`config.mk`:
```
export PLATFORM = sky130hd
export DESIGN_NAME = reset_sequencer
export DESIGN_NICKNAME = d
export VERILOG_FILES = /design/src/rtl/reset_sequencer.sv
export SDC_FILE = /design/constraint.sdc
export NUM_CORES = 1
export LEC_CHECK = 0
export BUFFER_PORTS_ARGS = -buffer_cell sky130_fd_sc_hd__buf_2
export CORE_MARGIN = 2
export CORE_UTILIZATION = 40
export CTS_CLUSTER_DIAMETER = 40
export DETAILED_ROUTE_END_ITERATION = 6
export PLACE_DENSITY = 0.57
export SLEW_MARGIN = 30
export SYNTH_ARGS = -nofsm -noshare
export SYNTH_HDL_FRONTEND = slang
export SYNTH_SLANG_ARGS = --single-unit
```
`constraint.sdc`:
```
create_clock -name clk -period 2.9 [get_ports clk]
set_clock_uncertainty 0.15 [all_clocks]
set_input_delay 0.435 -clock clk [delete_from_list [all_inputs] [get_ports clk]]
set_output_delay 0.435 -clock clk [all_outputs]
set_load 0.05 [all_outputs]
```
`src/rtl/reset_sequencer.sv`:
```
// reset_sequencer: multi-output reset generator.
// The async board reset is synchronised on release. All outputs are held asserted for
// HOLD_CYCLES, then released one at a time, lowest index first, STAGGER_CYCLES apart.
// Optional feature macro: RSTSEQ_SOFT_RST_EN. When it is defined, soft_rst_req re-runs
// the sequence without a board reset. When it is not defined, soft_rst_req is ignored.

module reset_sequencer #(
   parameter int NUM_OUT        = 4,
   parameter int SYNC_STAGES    = 2,
   parameter int HOLD_CYCLES    = 16,
   parameter int STAGGER_CYCLES = 4
) (
   input  logic               clk,
   input  logic               arst,
   input  logic               soft_rst_req,
   output logic [NUM_OUT-1:0] rst_out,
   output logic               rst_done
);

   localparam int CNT_MAX = (HOLD_CYCLES > STAGGER_CYCLES) ? HOLD_CYCLES : STAGGER_CYCLES;
   localparam int CNT_W   = $clog2(CNT_MAX + 1);
   localparam int IDX_W   = $clog2(NUM_OUT + 1);

   localparam logic [CNT_W-1:0] HOLD_LAST  = CNT_W'(HOLD_CYCLES - 1);
   localparam logic [CNT_W-1:0] STAG_LAST  = CNT_W'(STAGGER_CYCLES - 1);
   // Index of the output released just before the final one; only meaningful for NUM_OUT > 1.
   localparam logic [IDX_W-1:0] LAST_IDX   = IDX_W'((NUM_OUT > 1) ? NUM_OUT - 2 : 0);

   // Elaboration-time parameter range checks.
   if (NUM_OUT < 1) begin : g_bad_num_out
      $error("reset_sequencer: NUM_OUT must be >= 1");
   end
   if (SYNC_STAGES < 2) begin : g_bad_sync_stages
      $error("reset_sequencer: SYNC_STAGES must be >= 2");
   end
   if (HOLD_CYCLES < 1) begin : g_bad_hold_cycles
      $error("reset_sequencer: HOLD_CYCLES must be >= 1");
   end
   if (STAGGER_CYCLES < 1) begin : g_bad_stagger_cycles
      $error("reset_sequencer: STAGGER_CYCLES must be >= 1");
   end

   typedef enum logic [1:0] {
      ST_HOLD    = 2'd0,
      ST_RELEASE = 2'd1,
      ST_DONE    = 2'd2
   } state_t;

   // ------------------------------------------------------------------
   // Release synchroniser: set asynchronously by arst, and shifts in 0s once arst is low.
   // ------------------------------------------------------------------
   (* ASYNC_REG = "TRUE" *) logic [SYNC_STAGES-1:0] sync_q;
   logic [SYNC_STAGES-1:0] sync_d;
   logic                   arst_sync;

   // Shift a 0 into stage 0 and move the chain up by one stage.
   always_comb begin
      sync_d = {sync_q[SYNC_STAGES-2:0], 1'b0};
   end

   // Synchroniser flops. arst sets them immediately, so even a sub-cycle pulse restarts the chain.
   // NOTE: registers take non-blocking (<=) assignments so every flop samples pre-edge values.
   always_ff @(posedge clk or posedge arst) begin
      if (arst) begin
         sync_q <= '1;
      end else begin
         sync_q <= sync_d;
      end
   end

   assign arst_sync = sync_q[SYNC_STAGES-1];

   // ------------------------------------------------------------------
   // Soft reset request (already synchronous to clk, so it needs no synchroniser).
   // ------------------------------------------------------------------
   logic soft_req;

`ifdef RSTSEQ_SOFT_RST_EN
   assign soft_req = soft_rst_req;
`else
   logic soft_unused;
   assign soft_unused = soft_rst_req;
   assign soft_req    = 1'b0;
`endif

   // ------------------------------------------------------------------
   // Sequencing FSM with registered outputs.
   // ------------------------------------------------------------------
   state_t             state_q,    state_d;
   logic [CNT_W-1:0]   cnt_q,      cnt_d;
   logic [IDX_W-1:0]   idx_q,      idx_d;
   logic [NUM_OUT-1:0] rst_out_q,  rst_out_d;
   logic               rst_done_q, rst_done_d;

   // Next-state logic: hold count, staggered releases and the soft restart.
   // NOTE: every _d signal gets its hold value first, so no path can infer a latch.
   always_comb begin
      state_d    = state_q;
      cnt_d      = cnt_q;
      idx_d      = idx_q;
      rst_out_d  = rst_out_q;
      rst_done_d = rst_done_q;

      if (soft_req) begin
         // A soft request takes priority over any release due on the same edge.
         state_d    = ST_HOLD;
         cnt_d      = '0;
         idx_d      = '0;
         rst_out_d  = '1;
         rst_done_d = 1'b0;
      end else begin
         case (state_q)
            ST_HOLD: begin
               if (arst_sync) begin
                  cnt_d = '0;
               end else if (cnt_q == HOLD_LAST) begin
                  rst_out_d[0] = 1'b0;
                  idx_d        = '0;
                  cnt_d        = '0;
                  state_d      = (NUM_OUT == 1) ? ST_DONE : ST_RELEASE;
               end else begin
                  cnt_d = cnt_q + CNT_W'(1);
               end
            end

            ST_RELEASE: begin
               if (cnt_q == STAG_LAST) begin
                  cnt_d = '0;
                  idx_d = idx_q + IDX_W'(1);
                  // Release the output that follows the most recently released one.
                  for (int i = 1; i < NUM_OUT; i++) begin
                     if (idx_q == IDX_W'(i - 1)) begin
                        rst_out_d[i] = 1'b0;
                     end
                  end
                  if (idx_q == LAST_IDX) begin
                     state_d = ST_DONE;
                  end
               end else begin
                  cnt_d = cnt_q + CNT_W'(1);
               end
            end

            ST_DONE: begin
               rst_done_d = 1'b1;
            end

            default: begin
               state_d    = ST_HOLD;
               cnt_d      = '0;
               idx_d      = '0;
               rst_out_d  = '1;
               rst_done_d = 1'b0;
            end
         endcase
      end
   end

   // State and output registers. arst forces all outputs asserted and restarts from HOLD.
   always_ff @(posedge clk or posedge arst) begin
      if (arst) begin
         state_q    <= ST_HOLD;
         cnt_q      <= '0;
         idx_q      <= '0;
         rst_out_q  <= '1;
         rst_done_q <= 1'b0;
      end else begin
         state_q    <= state_d;
         cnt_q      <= cnt_d;
         idx_q      <= idx_d;
         rst_out_q  <= rst_out_d;
         rst_done_q <= rst_done_d;
      end
   end

   assign rst_out  = rst_out_q;
   assign rst_done = rst_done_q;

endmodule

```
==> flow_summary.json <==
{
  "overflow": 0,
  "yosys.area.top_type": "dfrtp_1",
  "fin_crit_sh_pct": 69.9,
  "synth_area_um2": 982,
  "root_buffer": "clkbuf_4",
  "grt_pass1_vias": 653,
  "drt.antenna.violating_nets": 0,
  "rsz0062_at_grt": "false",
  "cts-htree-levels": 1,
  "status": "finished clean",
  "relSlewSlack_pct": 55.6,
  "dp_slack_ns": 0.871,
  "seq_area_frac_synth_pct": 44.1,
  "ir_drop_uv": 369,
  "cp_max_fo": 5,
  "finalInstanceArea_um2": 1050,
  "hp-class": "input pin to asynchronous set/reset pin",
  "synth-edff-count": 0,
  "crit_buf_inv": 1,
  "drtIter0Drc": 13,
  "critPathKind": "register to register",
  "synthAdderAreaFrac_pct": 12.7,
  "synth_seq_cells": 17,
  "syn_area_per_cell_um2": 10.3,
  "grt_pass1_wl_um": 2970,
  "die-area_um2": 2870,
  "row_count": 17,
  "arrival_ns": 2.07,
  "cts_buffers": 3,
  "ys_top_cells_by_area": "dfrtp_1 (28%), dfstp_2 (16%), ha_1 (13%)",
  "tns_ns": 0,
  "avgViaCountPerCell": 5.34,
  "dpl_cell_area_um2": 1020,
  "p_seq_share_pct": 38.1,
  "setup_violations": 0,
  "port_buffers": 6,
  "nets": 116,
  "cts_resized": 0,
  "finalHoldViolations": 0,
  "muxShareOfSynthArea_pct": 2.17,
  "vias": 694,
  "finalWorstSetupSlack_ns": 0.874,
  "ys.warnings.count": 0,
  "synth_top_family_by_area": "compound AO/OA/AOI/OAI gates",
  "die_h_um": 53.6,
  "clk_pin_slew_ns": 0.10,
  "synthArstFlopShare_pct": 100,
  "drc_errors": 0,
  "drive_gt1_share_pct": 18.6,
  "cap_violations": 0,
  "hold_buffers": 0,
  "required_ns": 2.94,
  "gp_congestion": 0.728,
  "boundaryPins": 8,
  "p_int_uw": 530,
  "die_x_um": 53.6,
  "n_fill_cell": 212,
  "grtUsageTotal_pct": 14.8,
  "insertion_delay_ns": 0.29,
  "holdWs_ns": 0.0654,
  "end_kind": "register",
  "clock-sinks": 17,
  "synth_nets": 108,
  "pwr-share-comb_pct": 47.8,
  "path_cells": "ha_1 -> nand3_1 -> inv_1 -> ha_1 -> nand2b_1 -> a21oi_1 -> a21oi_1 -> a31o_2",
  "swShare_pct": 44.0,
  "core_um2": 2280,
  "insertedDiodeCount": 0,
  "layout_min_cycle_time_ns": 2.03,
  "synthXorXnorAreaFrac_pct": 0,
  "crit_family": "compound AO/OA/AOI/OAI gates",
  "maxSlewViolCount": 0,
  "clock_power_share_pct": 14.2,
  "switchingPower_uw": 416,
  "cellPowerDensity_nw_per_um2": 903,
  "area_growth_pct": 6.62,
  "firstDrtPassIters": 4,
  "clk_path_buf_depth": 2,
  "initial_core_util_pct": 43.2,
  "synth_flop_cell": "dfrtp_1",
  "hpwl_um": 1270,
  "cts_tree": "built",
  "syn_inst": 95,
  "cts_setup_buffers": 0,
  "grt_max_degree": 18,
  "p_leak_uw": 0.000483,
  "antenna_found_initial": 0,
  "synth_simple_gate_area_share_pct": 16.2,
  "tightest_slew_ns": 0.666,
  "startpoint_type": "register",
  "synth_top_area_share_pct": 28.0,
  "cpPeakStageDelay_ns": 0.40,
  "worst_path_max_delay_cell": "dfrtp_1",
  "wl_um": 1770,
  "fmax_mhz": 494,
  "route.detailed.wl_per_inst_um": 13.6,
  "synth_compound_area_share_pct": 18.7,
  "yosysUniqueCellTypes": 33
}
metal layers:
| layer | vias up | part of all wire, % | track usage, % |
|---|---|---|---|
| met1 | 339 | 51 | 19.8 |
| met3 | 2 | 1.9 | 3.33 |
| met4 | 0 | 0.79 | 7.69 |
| met2 | 7 | 46 | 22.4 |
| met5 | - | 0 | 0 |
| li1 | 346 | - | - |
layout make-up:
class                           instances  area (um^2)  share of cell area (%)
Clock buffer                            4         26.3                    2.51
Tap cell                               28         35.0                    3.35
Sequential cell                        17          433                    41.3
Inverter                                8         30.0                    2.87
Multi-Input combinational cell         67          493                    47.1
Timing Repair Buffer                    6         30.0                    2.87
cells in the mapped netlist (2+ instances only):
library cell  number
a21o_1             6
a21oi_1            6
buf_6              2
dfrtp_1           11
dfstp_2            6
ha_1              10
inv_1              8
nand2_1            8
nand2b_1           2
nand3_1            3
nand3b_1           3
nor2_1             3
nor3_1             2
nor4b_1            2
o21ai_0            5
through the flow:
stage / total power (uW) / util [%] / instances
2_1_floorplan: 752 / - / 95
3_3_place_gp: 811 / 44.9 / 126
3_5_place_dp: 818 / 44.9 / 126
4_1_cts: 958 / 46.0 / 130
5_1_grt: 1020 / 46.0 / 130
6_report: 945 / 46.0 / 130
state kept, by name, summed over array words and instances, names as in the netlist:
name,cells
cnt_q,5
state_q,2
sync_q,2
rst_out,4
rst_done,1
idx_q,3
power groups by stage:
stage	sequential (uW)	clock (uW)	combinational, uW
6_report	360	134	452
5_1_grt	368	154	503
4_1_cts	360	141	458
3_5_place_dp	365	0	453
3_3_place_gp	362	0	449
2_1_floorplan	414	0	338
worst paths after layout:
kind | start | end | slack, ns | cells past startpoint
setup / recovery | cnt_q[0]$_DFFE_PP0N_ | state_q[0]$_DFFE_PP0P_ | 0.87 | 8
hold / removal | arst | cnt_q[0]$_DFFE_PP0N_ | 0.07 | 2
setup reg to reg | cnt_q[0]$_DFFE_PP0N_ | state_q[0]$_DFFE_PP0P_ | 0.87 | 8
hold reg to reg | sync_q[0]$_DFF_PP1_ | sync_q[1]$_DFF_PP1_ | 0.22 | 0
max in group asynchronous | arst | state_q[1]$_DFFE_PP0P_ | 2.11 | 2
min in group clk | sync_q[0]$_DFF_PP1_ | sync_q[1]$_DFF_PP1_ | 0.22 | 0
layout by cell type, fill, tap and decap left out:
| cell | n |
|---|---|
| a21oi_1 | 6 |
| nand3b_1 | 3 |
| nand4_1 | 1 |
| nor3_1 | 2 |
| o211ai_1 | 1 |
| clkbuf_4 | 3 |
| nand3_1 | 3 |
| mux2_2 | 1 |
| nor3b_1 | 1 |
| conb_1 | 1 |
| or4b_4 | 1 |
| inv_1 | 8 |
| dfstp_2 | 6 |
| ha_1 | 10 |
| o21ai_0 | 5 |
| o21bai_1 | 1 |
| buf_2 | 6 |
| o21a_1 | 1 |
| o2bb2ai_1 | 1 |
| nand2_1 | 8 |
| nand2b_1 | 2 |
| or3_1 | 1 |
| mux2i_1 | 1 |
| a31oi_1 | 1 |
| nor2_1 | 3 |
| and2_1 | 1 |
| nor4b_1 | 2 |
| dfrtp_1 | 11 |
| a31o_2 | 1 |
| a211oi_4 | 1 |
| a311o_1 | 1 |
| a21o_1 | 6 |
| clkbuf_1 | 1 |
| o31ai_1 | 1 |
logic make-up (layout without fill, tap and decap cells):
group,count (synthesis),in the layout
flip-flops,17,17
multiplexers,2,2
AND/OR/NAND/NOR,28,28
adder cells (fa/ha/maj),10,10
buffers and inverters,11,18
AO/OA/AOI/OAI,26,26
other,1,1
(Power assumes the default switching activity.)
